[src/rtl/axi4_if.sv]
// axi4_if: AXI4 read-address and read-data channels; master drives AR fields and rready, slave drives arready and R fields
interface axi4_if #(
  parameter int ADDR_WIDTH = 32,
  parameter int DATA_WIDTH = 32
);
  logic [ADDR_WIDTH-1:0] araddr;
  logic [7:0]            arlen;
  logic [2:0]            arsize;
  logic [1:0]            arburst;
  logic                  arvalid;
  logic                  arready;
  logic [DATA_WIDTH-1:0] rdata;
  logic [1:0]            rresp;
  logic                  rlast;
  logic                  rvalid;
  logic                  rready;
  modport master (
    output araddr, arlen, arsize, arburst, arvalid, rready,
    input  arready, rdata, rresp, rlast, rvalid
  );
  modport slave (
    input  araddr, arlen, arsize, arburst, arvalid, rready,
    output arready, rdata, rresp, rlast, rvalid
  );
endinterface

[src/rtl/icache_refill.sv]
// icache_refill: AXI4 read master that fills one cache line per request; req_* accepts a line address, resp_* returns line/addr/err, mem_if drives AR and R-ready
module icache_refill #(
  parameter int LINE_WORDS = 4,
  parameter int DATA_WIDTH = 32,
  parameter int ADDR_WIDTH = 32
) (
  input  logic                             clk,
  input  logic                             reset,
  input  logic                             req_valid,
  output logic                             req_ready,
  input  logic [ADDR_WIDTH-1:0]            req_addr,
  output logic                             resp_valid,
  input  logic                             resp_ready,
  output logic [ADDR_WIDTH-1:0]            resp_addr,
  output logic [LINE_WORDS*DATA_WIDTH-1:0] resp_line,
  output logic                             resp_err,
  axi4_if.master                           mem_if
);
  localparam int IW = $clog2(LINE_WORDS);
  localparam int CW = IW + 1;
  typedef enum logic [1:0] {IDLE, AR, R, DONE} state_t;
  state_t state_q, state_d;
  logic [CW-1:0] cnt_q, cnt_d;
  logic [LINE_WORDS-1:0][DATA_WIDTH-1:0] line_q, line_d;
  logic err_q, err_d;
  logic [ADDR_WIDTH-1:0] base_q, base_d;
  logic req_ready_q, arvalid_q, rready_q, resp_valid_q;
  logic beat, in_range;
  assign beat     = mem_if.rvalid & rready_q;
  assign in_range = cnt_q < CW'(LINE_WORDS);
  always_comb begin
    state_d = state_q;
    cnt_d   = cnt_q;
    line_d  = line_q;
    err_d   = err_q;
    base_d  = base_q;
    case (state_q)
      IDLE: if (req_valid) begin
        state_d = AR;
        base_d  = req_addr & ~ADDR_WIDTH'(LINE_WORDS * 4 - 1);
        cnt_d   = '0;
        err_d   = 1'b0;
      end
      AR: state_d = mem_if.arready ? R : AR;
      R: if (beat) begin
        if (in_range) line_d[cnt_q[IW-1:0]] = mem_if.rdata;
        cnt_d   = cnt_q + CW'(in_range);
        err_d   = err_q | (mem_if.rresp != 2'b00) | !in_range
                | (mem_if.rlast & (cnt_q != CW'(LINE_WORDS - 1)));
        state_d = mem_if.rlast ? DONE : R;
      end
      DONE: state_d = resp_ready ? IDLE : DONE;
    endcase
  end
  always_ff @(posedge clk or posedge reset) begin
    if (reset) begin
      state_q      <= IDLE;
      cnt_q        <= '0;
      line_q       <= '0;
      err_q        <= 1'b0;
      base_q       <= '0;
      req_ready_q  <= 1'b1;
      arvalid_q    <= 1'b0;
      rready_q     <= 1'b0;
      resp_valid_q <= 1'b0;
    end else begin
      state_q      <= state_d;
      cnt_q        <= cnt_d;
      line_q       <= line_d;
      err_q        <= err_d;
      base_q       <= base_d;
      req_ready_q  <= state_d == IDLE;
      arvalid_q    <= state_d == AR;
      rready_q     <= state_d == R;
      resp_valid_q <= state_d == DONE;
    end
  end
  assign req_ready      = req_ready_q;
  assign resp_valid     = resp_valid_q;
  assign resp_addr      = base_q;
  assign resp_line      = line_q;
  assign resp_err       = err_q;
  assign mem_if.araddr  = base_q;
  assign mem_if.arlen   = 8'(LINE_WORDS - 1);
  assign mem_if.arsize  = 3'd2;
  assign mem_if.arburst = 2'b01;
  assign mem_if.arvalid = arvalid_q;
  assign mem_if.rready  = rready_q;
endmodule

[src/flat_wrapper.sv]
// flat-port wrapper written by rule: the top's interface ports become plain ports
module icache_refill_flat 
#(
  parameter int LINE_WORDS = 4,
  parameter int DATA_WIDTH = 32,
  parameter int ADDR_WIDTH = 32
)
  (clk, reset, req_valid, req_ready, req_addr, resp_valid, resp_ready, resp_addr, resp_line, resp_err, mem_if_araddr, mem_if_arlen, mem_if_arsize, mem_if_arburst, mem_if_arvalid, mem_if_rready, mem_if_arready, mem_if_rdata, mem_if_rresp, mem_if_rlast, mem_if_rvalid);
  axi4_if #(.ADDR_WIDTH(ADDR_WIDTH), .DATA_WIDTH(DATA_WIDTH)) mem_if_i ();
  input  logic clk;
  input  logic reset;
  input  logic req_valid;
  output logic req_ready;
  input  logic [ADDR_WIDTH-1:0] req_addr;
  output logic resp_valid;
  input  logic resp_ready;
  output logic [ADDR_WIDTH-1:0] resp_addr;
  output logic [LINE_WORDS*DATA_WIDTH-1:0] resp_line;
  output logic resp_err;
  output wire logic [$bits(mem_if_i.araddr)-1:0] mem_if_araddr;
  output wire logic [$bits(mem_if_i.arlen)-1:0] mem_if_arlen;
  output wire logic [$bits(mem_if_i.arsize)-1:0] mem_if_arsize;
  output wire logic [$bits(mem_if_i.arburst)-1:0] mem_if_arburst;
  output wire logic [$bits(mem_if_i.arvalid)-1:0] mem_if_arvalid;
  output wire logic [$bits(mem_if_i.rready)-1:0] mem_if_rready;
  input wire logic [$bits(mem_if_i.arready)-1:0] mem_if_arready;
  input wire logic [$bits(mem_if_i.rdata)-1:0] mem_if_rdata;
  input wire logic [$bits(mem_if_i.rresp)-1:0] mem_if_rresp;
  input wire logic [$bits(mem_if_i.rlast)-1:0] mem_if_rlast;
  input wire logic [$bits(mem_if_i.rvalid)-1:0] mem_if_rvalid;
  assign mem_if_araddr = mem_if_i.araddr;
  assign mem_if_arlen = mem_if_i.arlen;
  assign mem_if_arsize = mem_if_i.arsize;
  assign mem_if_arburst = mem_if_i.arburst;
  assign mem_if_arvalid = mem_if_i.arvalid;
  assign mem_if_rready = mem_if_i.rready;
  assign mem_if_i.arready = mem_if_arready;
  assign mem_if_i.rdata = mem_if_rdata;
  assign mem_if_i.rresp = mem_if_rresp;
  assign mem_if_i.rlast = mem_if_rlast;
  assign mem_if_i.rvalid = mem_if_rvalid;
  icache_refill #(.LINE_WORDS(LINE_WORDS), .DATA_WIDTH(DATA_WIDTH), .ADDR_WIDTH(ADDR_WIDTH)) u_core (.clk(clk), .reset(reset), .req_valid(req_valid), .req_ready(req_ready), .req_addr(req_addr), .resp_valid(resp_valid), .resp_ready(resp_ready), .resp_addr(resp_addr), .resp_line(resp_line), .resp_err(resp_err), .mem_if(mem_if_i));
endmodule
[config.mk]
export PLATFORM = sky130hd
export DESIGN_NAME = icache_refill_flat
export DESIGN_NICKNAME = d
export VERILOG_FILES = /design/src/rtl/axi4_if.sv /design/src/rtl/icache_refill.sv /design/src/flat_wrapper.sv
export SDC_FILE = /design/constraint.sdc
export NUM_CORES = 1
export LEC_CHECK = 0
export BUFFER_PORTS_ARGS = -buffer_cell sky130_fd_sc_hd__buf_2
export CAP_MARGIN = 20
export CORE_MARGIN = 3
export CORE_UTILIZATION = 30
export DETAILED_ROUTE_END_ITERATION = 16
export GPL_TIMING_DRIVEN = 0
export PLACE_DENSITY = 0.62
export SLEW_MARGIN = 5
export SYNTH_ARGS = -nofsm -noshare
export SYNTH_HDL_FRONTEND = slang
export SYNTH_SLANG_ARGS = --single-unit
[constraint.sdc]
create_clock -name clk -period 8.1 [get_ports clk]
set_clock_uncertainty 0.1 [all_clocks]
set_input_delay 1.215 -clock clk [delete_from_list [all_inputs] [get_ports clk]]
set_output_delay 1.215 -clock clk [all_outputs]
set_load 0.005 [all_outputs]
### After elaboration in Yosys (flattened, before gate mapping)

Cells that the tools add are included.

| word-level totals | value |
|---|---|
| bits in registers | 166 |
| word-level logic and storage cells | 54 |
| output and inout port bits | 210 |

| cells by class | value |
|---|---|
| eq/ne operators | 9 |
| $lt $le $gt $ge | 3 |
| $add $sub $neg | 1 |
| reduce and logical (&&, ||, !) cells | 9 |
| bitwise logic cells | 5 |
| multiplexer cells | 15 |

Operators by type and width:

| kind | count |
|---|---|
| 128-bit bitwise mux | 1 |
| 32-bit demux with 2-bit select | 1 |
| 32-bit two-way mux | 1 |
| 2-bit equality test, second input constant | 4 |
| 2-bit two-way mux | 4 |
| 2-bit one-hot mux with 4 select lines | 1 |
| 3-bit two-way mux | 2 |
| 3-bit one-hot mux with 2 select lines | 1 |
| 3-bit AND reduction | 2 |
| 2-bit by 1-bit equality test with 1-bit output, second input constant | 2 |
| 2-bit zero test | 2 |
| 2-bit nonzero test | 2 |
| 3-bit by 1-bit adder with 3-bit output | 1 |
| 2-bit by 3-bit less-than comparator with 1-bit output, second input constant | 1 |
| 3-bit less-than comparator, second input constant | 1 |
| 1-bit two-way mux | 3 |
| 3-bit by 2-bit inequality test with 1-bit output, second input constant | 1 |
| 1-bit bitwise OR | 3 |
| 1-bit AND | 2 |
| 2-bit by 1-bit >= comparator with 1-bit output, second input constant | 1 |
| 2-bit by 1-bit inequality test with 1-bit output, second input constant | 1 |
| 2-bit inequality test, second input constant | 1 |
| 1-bit one-hot mux with 2 select lines | 1 |
| 2-bit AND reduction | 1 |
| 2 further kinds | 2 |

### Logic depth before layout (Yosys ltp)

| logic depth | value |
|---|---|
| depth after elaboration | 6 |
| depth in mapped cells | 6 |

### Least setup slack after synthesis

OpenSTA, ideal clock, no wires.

| timing path | value |
|---|---|
| path type | input to register |
| from | input mem_if_rvalid |
| to | register u_core.line_q, in the netlist u_core.resp_line[0] |
| stages | 5 |
| arrival time | 2.326 ns |
| setup slack | 5.549 ns |
| required time | 7.875 ns |
| buffers on the path | 2 |
| setup time | 0.125 ns |
| path through | nand4b_4 or4_1 buf_2 buf_6 mux2_4 |

| on the way | value |
|---|---|
| word-level cells in the longest chain between the ends | 2 |

RTL lines:

| item | RTL line | text |
|---|---|---|
| start, declared | flat_wrapper.sv:30 | `input wire logic [$bits(mem_if_i.rvalid)-1:0] mem_if_rvalid;` |
| 1-bit AND | icache_refill.sv:29 | `assign beat = mem_if.rvalid & rready_q;` |
| 3-bit AND reduction (no source line) | - |  |
| end signal, assigned | icache_refill.sv:69 | `line_q <= line_d;` |
| end, declared | icache_refill.sv:24 | `logic [LINE_WORDS-1:0][DATA_WIDTH-1:0] line_q, line_d;` |

No other way between the ends.
A chain may end at the register's enable or synchronous reset.

### Worst setup path after layout

| timing path | value |
|---|---|
| from | input mem_if_rvalid |
| to | register u_core.line_q, in the netlist u_core.resp_line[59] |

The elaborated chain is that of the path after synthesis.

==> summary.md <==
| Metric | Value |
|---|---|
| WP data required | 8300 ps |
| CTS clk-pin slew, worst paths | 60 ps |
| CP Max Fanout | 10 |
| Post-synth EDFFs | 0 |
| Drt wl/cell | 15.5 µm |
| CP Class | in2reg |
| Slowest CP cell | nor4b_2 |
| Max-Cap Viols | 0 |
| CP cell instances | buf_2 > nand4b_4 > nor4b_2 > buf_2 > mux2_2 |
| Synthesis-to-finish area growth | 34.4% |
| Min-delay src | u_core.resp_line[101]$_DFFE_PP0P_ |
| Peak VDD IR | 0.000176 V |
| Worst-Margin Slew | 666 ps |
| Vias per inst | 4.27 |
| Avg Inst Size Synth | 15.8 µm² |
| Post-route ant nets | 0 |
| Peak Freq | 374 MHz |
| Placement Cell Area | 0.00853 mm² |
| Period utilization | 0.330 |
| DR pass1 iterations | 4 |
| Tightest Hold Check Type | reg2reg |
| Unrepaired setup endpoints after global routing | false |
| Critical path capture point type | register |
| Via count | 4344 |
| R2R Setup Slk | 5900 ps |
| CTS Root Cell | clkbuf_16 |
| Final WL | 15.8 mm |
| Row Count | 54 |
| RR Startpoint | u_core.state_q[0]$_DFF_PP0_ |
| Top cell by count, worst path | buf_2 |
| Final hold violations | 0 |
| Core Region | 0.0220 mm² |
| Asr flop ratio synth | 1.00 |
| Post-route DRC | 0 |
| Synth cell types | 36 |
| Crit path DAT | 2870 ps |
| WHS | 387 ps |
| Fin nets | 800 |
| Clock Sinks | 166 |
| Remaining global-route overflow | 0 |
| Post-CTS Setup Bufs | 0 |
| Placer congestion estimate | 0.715 |
| Die X | 156 µm |
| Setup TNS | 0 ps |
| Post-CTS Hold Buffers | 0 |
| CP max stage delay | 600 ps |
| Vias in the first global route | 4388 |
| IO Pins | 283 |
| Syn Inst Count | 429 |
| CTS tree | done |
| Detailed-placement wirelength estimate | 11.3 mm |
| Final Util | 0.414 |
| Launch point of the worst path | mem_if_rvalid |
| Outcome | finished, final reports clean |
| Placed cells | 986 |
| Post-synthesis cell area | 0.00679 mm² |
| Slew HR | 0.555 |
| Die area | 0.0245 mm² |
| Setup crit start kind | input port |
| Initial Util | 0.308 |
| Final min period | 2670 ps |
| Design area | 0.00912 mm² |
| Skew-Pair Late Insertion Delay | 410 ps |
| Port Buffer Count | 257 |
| # diodes | 0 |
| Leak | 5.01 nW |
| Post-synth top flop | dfrtp_1 |
| Post-route insts no fill | 1018 |
| Die height | 156 µm |
| Total CTS buffers | 17 |
| Initial antenna violation count | 0 |
| Sequential-to-total area share from yosys stat | 0.612 |
| Final setup viols | 0 |
| Share of post-route cells with drive strength above 1 | 0.696 |
| Largest net degree at the start of global routing | 91 |
| CTS HTree Levels | 4 |
| First-pass GRT wire length | 24.5 mm |
| CTS-repair resized insts | 0 |
| Yosys warns | 0 |
| DR iter-0 viols | 97 |
| Max-slew violations | 0 |
| GR Util All Layers | 0.128 |
| Pwr/cell area | 358 mW/mm² |
| Bufs on Longest Clock Path | 2 |
| FF+latch count, synth | 166 |
[routing by layer]
metal / share of wire / vias to the layer above / global-route usage
li1: - / 2009 / -
met1: 0.44 / 2161 / 0.164
met2: 0.48 / 161 / 0.207
met3: 0.069 / 13 / 0.0440
met4: 0.011 / 0 / 0.0346
met5: 0 / - / 0
[registers in the layout, indices dropped and copies added (netlist names)]
signal	count
u_core.cnt_q	3
u_core.mem_if.rready	1
u_core.mem_if.araddr	28
u_core.resp_line	128
u_core.req_ready	1
u_core.resp_err	1
u_core.resp_valid	1
u_core.mem_if.arvalid	1
u_core.state_q	2
[synthesized netlist by cell type (3+ instances only)]
cell type | count | area [µm²]
buf_2 | 15 | 75.1
buf_4 | 49 | 368
buf_6 | 3 | 33.8
dfrtp_1 | 165 | 4130
mux2_1 | 3 | 33.8
mux2_2 | 123 | 1390
mux2_4 | 30 | 450
nand2_1 | 6 | 22.5
[worst paths after layout]
| check | endpoint | cells after the start |
|---|---|---|
| worst min-delay path | u_core.resp_line[101]$_DFFE_PP0P_ | 1 |
| min in group asynchronous | u_core.resp_line[87]$_DFFE_PP0P_ | 2 |
| worst max register to register | u_core.resp_line[59]$_DFFE_PP0P_ | 4 |
| max in group asynchronous | u_core.resp_line[42]$_DFFE_PP0P_ | 3 |
| worst max-delay path | u_core.resp_line[59]$_DFFE_PP0P_ | 5 |
| worst min register to register | u_core.resp_line[101]$_DFFE_PP0P_ | 1 |
[cell type report]
cell class | instances | area, µm²
Buffer | 68 | 480
Clock buffer | 23 | 478
Multi-Input combinational cell | 212 | 2220
Clock inverter | 9 | 115
Tap cell | 280 | 350
Timing Repair Buffer | 258 | 1310
Inverter | 2 | 15.0
Sequential cell | 166 | 4160
Fill cell | 2100 | 12900
[per-stage QoR]
step,setup slack [ps],power [mW]
after floorplan,2300,1.96
after global placement,149,2.46
after detailed placement,4870,2.48
after CTS,5320,3.32
after global routing,5260,3.48
final,5430,3.26
[where the power goes]
group	switching (mW)	leakage [nW]	total, mW	internal [mW]
Sequential	0.191	2.14	1.35	1.16
Combinational	0.404	2.58	1.10	0.695
Clock	0.335	0.285	0.818	0.483
Total	0.931	5.01	3.26	2.33
[cells in the final DEF, fill, tap and decap left out, types with 2 or more instances in the layout]
| master | instances |
|---|---|
| mux2_2 | 123 |
| clkinvlp_4 | 2 |
| conb_1 | 21 |
| a21oi_1 | 2 |
| clkbuf_1 | 4 |
| o211ai_1 | 2 |
| mux2_1 | 3 |
| or4_1 | 2 |
| buf_2 | 272 |
| ha_1 | 2 |
| clkbuf_8 | 3 |
| inv_6 | 3 |
| nand3_1 | 2 |
| buf_6 | 3 |
| nand2_1 | 6 |
| clkbuf_16 | 17 |
| bufinv_16 | 2 |
| mux2_4 | 30 |
| buf_4 | 49 |
| dfrtp_1 | 165 |
[kinds of logic (layout without fill, tap and decap cells)]
group,Yosys count,after routing,share of synthesized area
AO/OA/AOI/OAI,10,10,0.0101
adder cells (fa/ha/maj),2,2,0.00369
buffers and inverters,70,360,0.0719
flip-flops,166,166,0.612
multiplexers,157,157,0.277
other,2,21,0.00111
AND/OR/NAND/NOR,22,22,0.0241
[critical path, delay by kind of cell]
family / cells / cell delay (ps)
and+or+nand+nor: 2 / 740
buffers and inverters: 2 / 530
muxes: 1 / 370
Power figures use the tool's default switching activity.
